--- config.mk ---
export PLATFORM = sky130hd
export DESIGN_NAME = spi_master
export DESIGN_NICKNAME = d
export VERILOG_FILES = /design/src/rtl/spi_pkg.sv /design/src/rtl/spi_sclk_gen.sv /design/src/rtl/spi_master.sv
export SDC_FILE = /design/constraint.sdc
export NUM_CORES = 1
export LEC_CHECK = 0
export CAP_MARGIN = 20
export CORE_UTILIZATION = 30
export DETAILED_ROUTE_END_ITERATION = 16
export HOLD_SLACK_MARGIN = 0.05
export PLACE_DENSITY_LB_ADDON = 0.08
export SLEW_MARGIN = 20
export SYNTH_ARGS = -nofsm -noshare
export SYNTH_HDL_FRONTEND = slang
export SYNTH_HIERARCHICAL = 1
export SYNTH_SLANG_ARGS = --single-unit
--- constraint.sdc ---
create_clock -name clk -period 2.2 [get_ports clk]
set_input_delay 0.22 -clock clk [delete_from_list [all_inputs] [get_ports clk]]
set_output_delay 0.22 -clock clk [all_outputs]
set_load 0.01 [all_outputs]
--- src/rtl/spi_pkg.sv ---
// Shared SPI definitions: FSM state encoding, CSR bit positions and the
// memory-mapped addresses the load/store unit decodes for this block.
package spi_pkg;

   typedef enum logic [1:0] {
      ST_IDLE  = 2'd0,
      ST_SHIFT = 2'd1,
      ST_DONE  = 2'd2
   } spi_state_t;

   localparam int unsigned SPI_CSR_DONE_BIT = 0;
   localparam int unsigned SPI_CSR_CS_BIT   = 2;

   localparam logic [31:0] SPI_COMMAND_ADDR = 32'h800;
   localparam logic [31:0] SPI_CSR_ADDR     = 32'h801;

endpackage

--- src/rtl/spi_sclk_gen.sv ---
// SCLK divider: down-counter that raises a one-cycle tick once every CLK_DIV
// enabled clk cycles. The tick is registered, so the first tick appears
// CLK_DIV+1 cycles after the clearing edge.
//
// Ports:
//   clk    - system clock
//   rst    - asynchronous active-high reset
//   en     - count while high
//   clear  - reload the counter and drop any pending tick (wins over en)
//   tick   - one-cycle pulse every CLK_DIV enabled cycles
module spi_sclk_gen #(
   parameter int unsigned CLK_DIV = 4
) (
   input  logic clk,
   input  logic rst,
   input  logic en,
   input  logic clear,
   output logic tick
);

   localparam logic [7:0] TC_LOAD = 8'(CLK_DIV - 1);

   logic [7:0] cnt;

   always_ff @(posedge clk or posedge rst) begin
      if (rst) begin
         cnt  <= 8'd0;
         tick <= 1'b0;
      end else if (clear) begin
         cnt  <= TC_LOAD;
         tick <= 1'b0;
      end else if (en) begin
         tick <= (cnt == 8'd0);
         cnt  <= (cnt == 8'd0) ? TC_LOAD : cnt - 8'd1;
      end else begin
         tick <= 1'b0;
      end
   end

endmodule

--- src/rtl/spi_master.sv ---
// Single-byte SPI master, mode 0, MSB first. A level-held trigger starts one
// 8-bit exchange; spi_done stays high until the trigger is released.
//
//   state    | meaning
//   ---------+-----------------------------------------------------------
//   ST_IDLE  | waiting for spi_trigger; sclk and mosi low
//   ST_SHIFT | 16 SCLK half-periods: sample MISO on rise, shift MOSI on fall
//   ST_DONE  | spi_done high, response valid; wait for spi_trigger low
//
// Ports:
//   clk, rst       - system clock, asynchronous active-high reset
//   spi_trigger    - start request, held until spi_done is seen
//   spi_command    - byte to send, sampled when the transfer starts
//   spi_cs_ctrl    - software chip-select level (1 = deselected)
//   spi_done       - transfer complete (CSR done bit)
//   spi_response   - last byte received
//   spi_sclk       - serial clock
//   spi_mosi       - serial data out
//   spi_miso       - serial data in
//   spi_cs_n       - registered chip select to the pin
module spi_master
   import spi_pkg::*;
#(
   parameter int unsigned CLK_DIV = 4
) (
   input  logic       clk,
   input  logic       rst,
   input  logic       spi_trigger,
   input  logic [7:0] spi_command,
   input  logic       spi_cs_ctrl,
   output logic       spi_done,
   output logic [7:0] spi_response,
   output logic       spi_sclk,
   output logic       spi_mosi,
   input  logic       spi_miso,
   output logic       spi_cs_n
);

   spi_state_t state;
   // Bit 7 of the command goes straight to spi_mosi at start, so only the
   // remaining seven bits need to be held for shifting.
   logic [6:0] tx_sr;
   logic [7:0] rx_sr;
   logic [2:0] bit_cnt;
   logic       tick;
   logic       div_clear;
   logic       div_en;

   assign div_clear = (state == ST_IDLE) && spi_trigger;
   assign div_en    = (state == ST_SHIFT);

   spi_sclk_gen #(
      .CLK_DIV (CLK_DIV)
   ) u_sclk_gen (
      .clk   (clk),
      .rst   (rst),
      .en    (div_en),
      .clear (div_clear),
      .tick  (tick)
   );

   always_ff @(posedge clk or posedge rst) begin
      if (rst) begin
         state        <= ST_IDLE;
         spi_sclk     <= 1'b0;
         spi_mosi     <= 1'b0;
         spi_done     <= 1'b0;
         spi_response <= 8'h00;
         tx_sr        <= 7'd0;
         rx_sr        <= 8'd0;
         bit_cnt      <= 3'd0;
      end else begin
         case (state)
            ST_IDLE: begin
               if (spi_trigger) begin
                  tx_sr    <= spi_command[6:0];
                  spi_mosi <= spi_command[7];
                  rx_sr    <= 8'd0;
                  bit_cnt  <= 3'd0;
                  spi_sclk <= 1'b0;
                  state    <= ST_SHIFT;
               end
            end
            ST_SHIFT: begin
               if (tick) begin
                  if (!spi_sclk) begin
                     spi_sclk <= 1'b1;
                     rx_sr    <= {rx_sr[6:0], spi_miso};
                  end else begin
                     spi_sclk <= 1'b0;
                     if (bit_cnt == 3'd7) begin
                        spi_response <= rx_sr;
                        spi_done     <= 1'b1;
                        spi_mosi     <= 1'b0;
                        state        <= ST_DONE;
                     end else begin
                        spi_mosi <= tx_sr[6];
                        tx_sr    <= {tx_sr[5:0], 1'b0};
                        bit_cnt  <= bit_cnt + 3'd1;
                     end
                  end
               end
            end
            ST_DONE: begin
               // A trigger still held from the finished transfer must not
               // start another one; require a low sample first.
               if (!spi_trigger) begin
                  spi_done <= 1'b0;
                  state    <= ST_IDLE;
               end
            end
            default: state <= ST_IDLE;
         endcase
      end
   end

   always_ff @(posedge clk or posedge rst) begin
      if (rst) spi_cs_n <= 1'b1;
      else     spi_cs_n <= spi_cs_ctrl;
   end

endmodule

; Word-level counts from Yosys, hierarchy flattened
; Index checks and enable logic that the tools add are counted.
[classes]
mux = 39
n_reduce_logical = 13
eq_ne = 10
addsub = 2
[ops]
columns = cell, count
row1 = $mux W8, 6
row2 = $mux W7, 4
row3 = $pmux W8 S2, 1
row4 = $reduce_and A5 Y1, 3
row5 = $pmux W7 S2, 1
row6 = $mux W1, 13
row7 = $mux W3, 4
row8 = $reduce_and A4 Y1, 3
row9 = $mux W2, 5
row10 = $ne A2 B2 Y1 const B, 5
row11 = $logic_not A8 Y1, 1
row12 = $sub A8 B1 Y8 const B, 1
row13 = $pmux W1 S2, 3
row14 = $pmux W2 S3, 1
row15 = $pmux W3 S2, 1
row16 = $reduce_bool A2 Y1, 3
row17 = $ne A2 B1 Y1 const B, 2
row18 = $add A3 B1 Y3 const B, 1
row19 = $eq A3 B3 Y1 const B, 1
row20 = $reduce_and A3 Y1, 1
row21 = $eq A2 B1 Y1 const B, 1
row22 = $eq A2 B2 Y1 const B, 1
row23 = $logic_not A2 Y1, 1
row24 = $logic_and A1 B1 Y1, 1
[totals]
reg_bits = 41
word_cells = 75
out_inout_bits = 12
inputBits = 13

; Depth between registers and ports, before layout
[depth]
word_depth = 5
mapped_depth = 7
depth_no_buf = 5

; Cells and area by module
; Netlist, hierarchy kept.
[by_module_without_submodules]
columns = mod, cells_each, n_inst, seq_area_each_um2, area_each_um2
row1 = spi_master, 116, 1, 802.0, 1438.9
row2 = spi_sclk_gen, 51, 1, 225.2, 478.0

; Least setup slack after synthesis
; No wires, ideal clock.
[synth_path]
path_type = reg-to-reg
start = reg state[1]
end = reg u_sclk_gen.cnt[5]
setup_time_ns = 0.077
path_slack_ns = 0.373
arrival_ns = 1.749
path_stages_with_launch = 7
required_ns = 2.123
synth_period_minus_slack_ns = 1.827
n_path_buf = 1
path_cell_list = dfrtp_1 buf_6 nand2b_4 inv_2 or3b_1 or4_1 a21oi_1
[synth_lines]
columns = item, line
row1 = "start, declared", spi_master.sv:39  ; spi_state_t state;
row2 = "start signal, assigned", spi_master.sv:64  ; state <= ST_IDLE;
row3 = "start signal, assigned", spi_master.sv:81  ; state <= ST_SHIFT;
row4 = "start signal, assigned", spi_master.sv:95  ; state <= ST_DONE;
row5 = $eq A2 B1 Y1, spi_master.sv:50  ; assign div_en = (state == ST_SHIFT);
row6 = via div_en, spi_master.sv:47  ; logic div_en;
row7 = $reduce_bool A2 Y1 (no source line), --
row8 = "end signal, assigned", spi_sclk_gen.sv:34  ; cnt <= (cnt == 8'd0) ? TC_LOAD : cnt - 8'd1;
row9 = "end, declared", spi_sclk_gen.sv:23  ; logic [7:0] cnt;
; The timed path passes the listed nets, and every way through them passes these cells.
; A chain may end at the register's enable or synchronous reset.

; Final worst setup path
[layout_path]
start = reg state[0]
end = reg u_sclk_gen.cnt[5]
; Same word-level chain as after synthesis.

==> run summary <==
Crit share post-route - 0.865
Initial antenna violation count - 0
Post-synth top cells - 40 x dfrtp_1, 13 x a21oi_1, 9 x inv_1, 9 x mux2_1
DRC Markers - 0
Tmin final - 1.90 ns
Post-CTS Resized - 0
Status - finished, final reports clean
Multi-input logic area - 791 um2
Nature of the critical path endpoint - register
Clk_lat worst skew - 0.29 ns
CTS H-tree lvls - 2
Synth cell types - 45
Vias in the first global route - 1345
Worst slew margin - 0.682
Max FO, Critical Path - 12
Layout cells sized above 1 - 0.112
Max-cap check violation count - 0
Clock skew - 0.00813 ns
Reg area - 0.00103 mm2
Required @ worst endpoint - 2.42 ns
Core Rows - 28
Die Span X - 81.9 um
Fmax - 0.526 GHz
Max Slew Vio Count - 0
Wire per inst - 14.5 um
RSZ-0062 raised after global routing - no
Core Region - 0.00603 mm2
Top-count cell post-synth - dfrtp_1
Crit path launch - state[0]
R2R depth - 5
Placed insts - 264
Slew @ Worst Pin - 0.477 ns
Clock slew at reported path FFs - 0.08 ns
Post-Syn Area - 0.00192 mm2
Setup Total Neg Slack - 0 ns
Ys async rst share - 1.00
Setup crit start kind - register
Drt first pass iters - 4
CTS Sinks - 41
Die Y - 81.9 um
Mapped Nets - 184
Register bit count reported by yosys - 41
Final hold violations - 0
Total CTS buffers - 5
Clock root buffer - clkbuf_8
Tot Pwr - 2.17 mW
ANT nets after route - 0
Worst slack at placement - 0.307 ns
Final Non-Filler Cells - 272
Final worst slack - 0.298 ns
First DRT Iteration DRCs - 61
Sequential-to-total area share from yosys stat - 0.536
Fin nets - 213
Worst Path Arrival - 2.12 ns
Clock Tree Buf Depth - 2
Cells after synthesis - 167
Mean post-synth cell area - 11.5 um2
Die Area - 0.00671 mm2
ANT cells - 0
Via density - 5.07
Setup violations, final - 0
Largest net degree at the start of global routing - 33
Synth top area share - 0.522
Gr usage total - 0.130
Final WL - 3.93 mm
Area growth syn-to-layout - 21.7%
Top_reg_cell synth - dfrtp_1
First-pass GRT wire length - 6.49 mm
Hold crit path type - in2async
Synth area leaders - dfrtp_1 52%, mux2_1 5.3%, a22o_1 3.7%, a21oi_1 3.4%, o32ai_1 2.7%
Leakage - 1.06 nW
Final Hold Slack - 0.225 ns
CTS tree - yes
Boundary pin count - 25
R2r startpoint - state[0]
Initial cell density of the core - 0.318
CTS Hold Buffers Added - 0
GPL Wtd Cong - 0.901
Post-CTS setup buffer count - 0
Final-layout fill cell count - 602
Yosys top cell by area - dfrtp_1
EDFF count, synth - 0
WS Path Type - reg2reg
Via count - 1380
Peak VDD IR - 332 uV
Setup slack, reg-to-reg - 0.30 ns
Power density over cell area - 929 mW/mm2
Post-DP HPWL - 2.73 mm
Synth warn - 6
GRT Residual Overflow - 0
Buffers on Ports - 24
[per-stage QoR]
stage	util	area [um2]
2_1_floorplan	-	1920
3_3_place_gp	0.374	2250
3_5_place_dp	0.374	2250
4_1_cts	0.387	2330
5_1_grt	0.387	2330
6_report	0.387	2330
[per-layer routing]
metal  wire [um]  GRT usage  vias to the layer above
li1            -          -                      674
met1        1880      0.171                      662
met2        1790      0.200                       37
met3         186     0.0300                        7
met4          70     0.0632                        0
met5           0          0                        -
[critical path, cell delays in order (launching register included)]
cell      delay (ns)
dfrtp_1         0.52
nand2b_4        0.16
inv_2           0.11
or3b_1          0.40
or4_1           0.49
a21oi_1         0.15
[cell usage in the layout (no fill, tap or decap), types with 3 or more instances in the layout]
cell	instances
nor3_1	3
a21oi_1	13
clkdlybuf4s50_1	24
a22o_1	8
nor2_1	8
or3_1	3
nand3b_1	4
dfrtp_1	40
o21ai_0	7
nand2_1	8
ha_1	4
mux2_1	9
buf_4	6
inv_1	9
o32ai_1	6
clkbuf_8	5
[path summary, 6_finish.rpt]
check                                    endpoint
min in group clk                         spi_cs_n
worst max-delay path            u_sclk_gen/cnt[5]
worst max register to register  u_sclk_gen/cnt[5]
max in group asynchronous                spi_cs_n
worst min-delay path            u_sclk_gen/cnt[7]
worst min register to register           spi_done
[registers in the layout (all words and copies together) (netlist names)]
name and count:
rx_sr 8, spi_response 8, u_sclk_gen/cnt 8, tx_sr 7, bit_cnt 3, state 2, spi_cs_n 1, spi_done 1
spi_mosi 1, spi_sclk 1, u_sclk_gen/tick 1
[power breakdown]
| part | switching [mW] | leakage, nW | internal [mW] |
|---|---|---|---|
| registers | 0.169 | 0.524 | 0.932 |
| logic | 0.313 | 0.487 | 0.284 |
| clock network | 0.249 | 0.0450 | 0.220 |
| total | 0.731 | 1.06 | 1.44 |
[logic make-up after synthesis]
logic type / after synthesis / synth area share
and+or+nand+nor: 45 / 0.151
adders and majority gates: 4 / 0.0261
muxes: 10 / 0.0581
AOI/OAI and AO/OA: 48 / 0.174
DFF: 41 / 0.536
buffers and inverters: 19 / 0.0548
[area by class of cell]
type | instances | share of cell area
multi-input cells | 107 | 0.339
clock buffers | 6 | 0.0311
well taps | 75 | 0.0402
clock inverters | 2 | 0.00429
repair buffers | 30 | 0.122
flip-flops and latches | 41 | 0.440
inverters | 11 | 0.0231
No activity file was read; power rests on OpenSTA's default activity.
